<file path="src/rtl/ped_pkg.sv">
// ped_pkg
//   Shared constants for the pedestrian crossing slice: system tick rate,
//   button active level, debounce channel state encoding and the default
//   debounce / stuck-button windows used by both this conditioner and the
//   crossing controller.
package ped_pkg;

  localparam int       CLK_HZ        = 1000;
  localparam logic     BTN_ACT       = 1'b0;
  localparam int       DB_CNT_DEF    = 20;
  localparam int       STUCK_CNT_DEF = 15000;

  typedef enum logic [1:0] {
    REL  = 2'd0,
    CHKP = 2'd1,
    PRS  = 2'd2,
    CHKR = 2'd3
  } chan_state_e;

  // A channel counts as held from the moment the press is qualified until
  // the release has been qualified, so CHKR still reads as held.
  function automatic logic is_held(input chan_state_e st);
    return (st == PRS) || (st == CHKR);
  endfunction

endpackage

</file>
<file path="src/rtl/ped_db_chan.sv">
// ped_db_chan
//   One pushbutton channel: 2-FF synchroniser, REL/CHKP/PRS/CHKR debounce
//   FSM with an 8-bit window counter, and (with PED_STUCK_DET_EN defined) a
//   16-bit hold counter that masks a button held for STUCK_CNT cycles.
// Ports
//   clk        system tick, rising edge
//   rst        asynchronous reset, active-high
//   btn_n      raw active-low button, asynchronous to clk
//   level_n    registered debounced level, active-low (forced high when stuck)
//   enter_prs  one-cycle strobe on a newly qualified press
//   stuck_ch   channel held beyond STUCK_CNT (constant 0 without the macro)
// Configuration macro: PED_STUCK_DET_EN
module ped_db_chan
  import ped_pkg::*;
#(
  parameter int DB_CNT    = DB_CNT_DEF,
  parameter int STUCK_CNT = STUCK_CNT_DEF
) (
  input  logic clk,
  input  logic rst,
  input  logic btn_n,
  output logic level_n,
  output logic enter_prs,
  output logic stuck_ch
);

  localparam logic [7:0] DB_LAST = 8'(DB_CNT - 1);

  if (DB_CNT < 2 || DB_CNT > 255 || STUCK_CNT <= DB_CNT || STUCK_CNT > 65535) begin : g_param_check
    $error("ped_db_chan: DB_CNT/STUCK_CNT out of legal range");
  end

  logic        s0, s1;
  chan_state_e state_q, state_d;
  logic [7:0]  cnt_q, cnt_d;
  logic        held_d;
  logic        new_press;

  // Synchroniser idles at the released level so reset never looks like a press.
  always_ff @(posedge clk or posedge rst) begin
    if (rst) begin
      s0 <= 1'b1;
      s1 <= 1'b1;
    end else begin
      s0 <= btn_n;
      s1 <= s0;
    end
  end

  always_ff @(posedge clk or posedge rst) begin
    if (rst) begin
      state_q <= REL;
      cnt_q   <= 8'd0;
    end else begin
      state_q <= state_d;
      cnt_q   <= cnt_d;
    end
  end

  // Any disagreement with the current candidate level sends the FSM back,
  // so a qualified change needs DB_CNT unbroken samples after detection.
  always_comb begin
    state_d = state_q;
    cnt_d   = cnt_q;
    case (state_q)
      REL: begin
        if (s1 == BTN_ACT) begin
          state_d = CHKP;
          cnt_d   = 8'd0;
        end
      end
      CHKP: begin
        if (s1 != BTN_ACT) begin
          state_d = REL;
          cnt_d   = 8'd0;
        end else if (cnt_q == DB_LAST) begin
          state_d = PRS;
          cnt_d   = 8'd0;
        end else begin
          cnt_d = cnt_q + 8'd1;
        end
      end
      PRS: begin
        if (s1 != BTN_ACT) begin
          state_d = CHKR;
          cnt_d   = 8'd0;
        end
      end
      CHKR: begin
        if (s1 == BTN_ACT) begin
          state_d = PRS;
          cnt_d   = 8'd0;
        end else if (cnt_q == DB_LAST) begin
          state_d = REL;
          cnt_d   = 8'd0;
        end else begin
          cnt_d = cnt_q + 8'd1;
        end
      end
      default: begin
        state_d = REL;
        cnt_d   = 8'd0;
      end
    endcase
  end

  // Only CHKP->PRS is a new press; a release bounce back into PRS is not.
  assign held_d    = is_held(state_d);
  assign new_press = (state_q == CHKP) && (state_d == PRS);

`ifdef PED_STUCK_DET_EN
  localparam logic [15:0] STUCK_L = 16'(STUCK_CNT);

  logic [15:0] hold_q, hold_d;
  logic        masked_d;

  // Hold time restarts at zero on the qualifying edge and sticks at the
  // limit, so the mask holds until the FSM is back in REL.
  always_comb begin
    hold_d = 16'd0;
    if (held_d && is_held(state_q)) begin
      hold_d = (hold_q == STUCK_L) ? hold_q : hold_q + 16'd1;
    end
  end

  assign masked_d = (hold_d == STUCK_L);

  always_ff @(posedge clk or posedge rst) begin
    if (rst) begin
      hold_q    <= 16'd0;
      level_n   <= 1'b1;
      enter_prs <= 1'b0;
      stuck_ch  <= 1'b0;
    end else begin
      hold_q    <= hold_d;
      level_n   <= ~(held_d & ~masked_d);
      enter_prs <= new_press & ~masked_d;
      stuck_ch  <= masked_d;
    end
  end
`else
  always_ff @(posedge clk or posedge rst) begin
    if (rst) begin
      level_n   <= 1'b1;
      enter_prs <= 1'b0;
    end else begin
      level_n   <= ~held_d;
      enter_prs <= new_press;
    end
  end

  assign stuck_ch = 1'b0;
`endif

endmodule

</file>
<file path="src/rtl/ped_btn_cond.sv">
// ped_btn_cond
//   Pedestrian push-button conditioner feeding the crossing controller.
//   Two independent debounce channels; press strobes and stuck flags are
//   merged so simultaneous presses give one pulse.
// Ports
//   clk        1 kHz system tick, rising edge
//   rst        asynchronous reset, active-high
//   btn1_n     raw pushbutton 1, active-low
//   btn2_n     raw pushbutton 2, active-low
//   req1_n     debounced button 1 level, active-low
//   req2_n     debounced button 2 level, active-low
//   press_pls  one-cycle pulse on any newly qualified press
//   stuck      some channel held beyond STUCK_CNT
// Configuration macro: PED_STUCK_DET_EN (stuck-button detection and masking)
module ped_btn_cond
  import ped_pkg::*;
#(
  parameter int DB_CNT    = DB_CNT_DEF,
  parameter int STUCK_CNT = STUCK_CNT_DEF
) (
  input  logic clk,
  input  logic rst,
  input  logic btn1_n,
  input  logic btn2_n,
  output logic req1_n,
  output logic req2_n,
  output logic press_pls,
  output logic stuck
);

  logic enter1, enter2;
  logic stuck1, stuck2;

  ped_db_chan #(.DB_CNT(DB_CNT), .STUCK_CNT(STUCK_CNT)) u_chan1 (
    .clk       (clk),
    .rst       (rst),
    .btn_n     (btn1_n),
    .level_n   (req1_n),
    .enter_prs (enter1),
    .stuck_ch  (stuck1)
  );

  ped_db_chan #(.DB_CNT(DB_CNT), .STUCK_CNT(STUCK_CNT)) u_chan2 (
    .clk       (clk),
    .rst       (rst),
    .btn_n     (btn2_n),
    .level_n   (req2_n),
    .enter_prs (enter2),
    .stuck_ch  (stuck2)
  );

  // Both strobes are registered, so the OR stays glitch-free.
  assign press_pls = enter1 | enter2;
  assign stuck     = stuck1 | stuck2;

endmodule

</file>
<file path="config.mk">
export PLATFORM = sky130hd
export DESIGN_NAME = ped_btn_cond
export DESIGN_NICKNAME = d
export VERILOG_FILES = /design/src/rtl/ped_pkg.sv /design/src/rtl/ped_db_chan.sv /design/src/rtl/ped_btn_cond.sv
export SDC_FILE = /design/constraint.sdc
export NUM_CORES = 1
export LEC_CHECK = 0
export ABC_AREA = 0
export CAP_MARGIN = 20
export CELL_PAD_IN_SITES_DETAIL_PLACEMENT = 1
export CELL_PAD_IN_SITES_GLOBAL_PLACEMENT = 2
export CORE_AREA = 2 2 68 57
export CTS_CLUSTER_SIZE = 20
export DETAILED_ROUTE_END_ITERATION = 8
export DIE_AREA = 0 0 70 59
export DONT_BUFFER_PORTS = 1
export PLACE_DENSITY = 0.78
export SETUP_SLACK_MARGIN = 0.3
export SYNTH_ARGS = -nofsm -noshare
export SYNTH_HDL_FRONTEND = slang
export SYNTH_SLANG_ARGS = --single-unit
</file>
<file path="constraint.sdc">
create_clock -name clk -period 2 [get_ports clk]
set_input_delay 0.3 -clock clk [delete_from_list [all_inputs] [get_ports clk]]
set_output_delay 0.3 -clock clk [all_outputs]
set_load 0.005 [all_outputs]
</file>
==> results.md <==
* Grt total ovfl at 0
* RSZ-0062 raised after global routing: yes
* Longest Clk Path Bufs at 2
* Final Critical Period at 1.67 ns
* Critical Path RT at ~2.2 ns
* Initial Util at 39.9%
* Synth top cells by count: dfrtp_1, nand2_1, nand3_1
* Crit path max-delay family: flip-flops
* GPL Wtd Cong at 0.766
* CTS tree: done
* Outcome: finished clean
* Final hold vios at 0
* Die width at approximately 70 um
* Number of buffers created by CTS at 3
* Avg Cell Area, Syn at 11.3 um2
* DP HPWL at 1.91 mm
* Hold_sp: u_chan1.s0$_DFF_PP1_
* Period utilization at 83.7%
* Post-synthesis instance area at between 1000 and 1500 um2
* Synth Flop Type: dfrtp_1
* Slew Viols, Final at 0
* Crit-path max FO at 5
* Setup ws final at 0.326 ns
* Number of inserted diodes at 0
* GR Util met3 at 3.91%
* Initial drt markers at 27
* Max stage delay cell, worst path: dfrtp_1
* Worst setup path endpoint: u_chan2.cnt_q[0]$_DFFE_PP0P_
* Gate Count Post-Synth at 119
* Power Density at 754 nW/um2
* MaxCap Viol Count at 0
* Core ar. at 3380 um2
* Die ar. at 4130 um2
* Fin area at around 1600 um2
* Fmax at approximately 600 MHz
* Final hold slack at between 0.3 and 0.4 ns
* Vias per inst at 5.45
* Worst setup EP type: register
* P&R area growth vs syn at 16.3%
* Cells on worst reg2reg path at 6
* Leakage at 0.000659 uW
* Final ANT Viol Nets at 0
* Clk root buf: clkbuf_8
* Place WS at 0.214 ns
* I/O pins at 8
* Largest area contributor in the netlist: dfrtp_1
* # rows at 19
* Peak supply drop at about 0.46 mV
* Top-area cell type share of the netlist area at about two fifths
* Critical Path AT at 1.84 ns
* Critical Path Start: u_chan2.cnt_q[0]$_DFFE_PP0P_
* Met2 GRT Util at between 20% and 30%
* Largest net degree at the start of global routing at 29
* Syn. warnings at 0
* Die Ht at slightly below 60 um
* #FFs+latches synth at 28
* Buf+Inv Stages, Crit Path at 2
* Final Skew at 0.00504 ns
* Setup TNS at 0 ns
* H-tree lvl count at 1
* Final setup violation count at 0
* Fraction of registers with async set/reset at 100%
* DRC viols at 0
* Initial antenna violation count at 0
* HP Class: reg2reg
* Yosys cell types at between 40 and 50
* Element type at the critical path start: register
* Layout cells sized above 1 at between 20% and 30%
* Crit path depth at 6
* Clock Pin Slew Worst Setup and Hold Paths at 0.09 ns
* IO Port Bufs at 0
* Placed Cells at 161
* Top cell by count, worst path: buf_4
* Seq/Total Area, Yosys at 52.6%
* Placed cell area at 1400 um2
* Routed Wire Length at 2.73 mm
* First-pass GRT wire length at 4.77 mm
* Vias in the first global route at roughly 990
* Reg2reg end: u_chan2.cnt_q[0]$_DFFE_PP0P_
* Crit Path Category: reg2reg
* Fin cells at 172
* Total iterations of the first detailed-routing run at 4
* WL per Instance at 15.9 um
* R2R Path Start: u_chan2.cnt_q[0]$_DFFE_PP0P_
* Number of sinks on the clock net at 28
* Net Count, Synth at 125
* Via count at ~940
* Clock Latency Late Sink at 0.28 ns
* CP max stage delay at 0.42 ns
* Grt peak-use layer: met2
* GRT Resource Usage Total at about 15%
* Met1 Use GR at just over 20%
* Most common cell in the netlist: dfrtp_1
* Reg2Reg Setup Slack at 0.33 ns
* Final layout net count at ~140
* Post-synth EDFFs at 0
* Crit-path cells: ha_4 > nor4b_4 > a311oi_4 > buf_4 > buf_4 > mux2_2
* Top cells by area, synth: dfrtp_1, dfstp_2, nand3_1
## logic make-up after synthesis
kind of cell,Yosys count,share of synthesized area [%]
adder cells (fa/ha/maj),2,1.86
XOR/XNOR,4,3.99
flip-flops,28,52.6
multiplexers,1,0.836
AO/OA/AOI/OAI,30,16.7
buffers and inverters,7,2.79
other,1,0.278
AND/OR/NAND/NOR,46,21.0
## repair_timing
item	in CTS	in global routing
hold buffers	3	0
setup buffers	4	0
gates resized for setup	2	4
pin swaps	1	1
endpoints found under the setup margin	5	4
endpoints found under the hold margin	24	0
## how the worst min path moves through the flow
stage                              endpoint  slack [ns]  cells past startpoint
6_report               u_chan1.s1$_DFF_PP1_        0.36                      0
5_1_grt                u_chan1.s1$_DFF_PP1_        0.36                      0
4_1_cts                u_chan1.s1$_DFF_PP1_        0.36                      0
3_5_place_dp   u_chan1.state_q[1]$_DFF_PP0_        0.29                      2
3_3_place_gp    u_chan2.enter_prs$_DFF_PP0_        0.28                      2
2_1_floorplan          u_chan1.s0$_DFF_PP1_        0.30                      0
## layer usage
layer,vias up,routed length (um)
met3,4,87
met2,15,1260
met1,467,1350
met5,-,0
li1,451,-
met4,0,28
## power by group
part           switching [uW]  total [uW]  leakage, uW  internal [uW]
sequential               40.0         636     0.000361            596
combinational            51.6         104     0.000262           52.1
clock                     174         442    0.0000357            268
total                     266        1180     0.000659            916
## worst reg2reg max path, cell delays in order (launching register included)
cell      delay, ns
dfrtp_1        0.42
ha_4           0.18
nor4b_4        0.27
a311oi_4       0.15
buf_4          0.18
buf_4          0.13
mux2_2         0.25
## cell usage in the layout (no fill, tap or decap), types with 4 or more instances in the layout
cell and count:
inv_1 5, dfstp_2 6, a22o_1 4, a31oi_1 6, o21ai_0 4, nand2_1 10, nor2_1 4, nand3_1 8
a21oi_1 7, buf_4 6, dfrtp_1 21
## sequential cells by signal, indices dropped and copies added, names as in the netlist
name	flops
u_chan1.enter_prs	1
u_chan2.enter_prs	1
u_chan2.s1	1
u_chan1.s1	1
u_chan1.cnt_q	8
u_chan2.state_q	2
u_chan2.cnt_q	8
u_chan2.level_n	1
u_chan1.state_q	2
u_chan2.s0	1
u_chan1.s0	1
u_chan1.level_n	1
## metrics by stage
stage	total power, uW	util [%]
5_1_grt	1240	46.4
3_3_place_gp	717	41.4
4_1_cts	1190	45.8
3_5_place_dp	725	41.4
2_1_floorplan	698	-
6_report	1180	46.4
## final cells by class
type                       instances  area [um2]
tap                               42        52.6
fill                             364        1810
sequential                        28         709
clock buffer                       3        41.3
inverter                           5        18.8
clock inverter                     1        30.0
timing repair buffer               9        75.1
multi-input combinational         84         641
No activity file was read; power rests on OpenSTA's default activity.
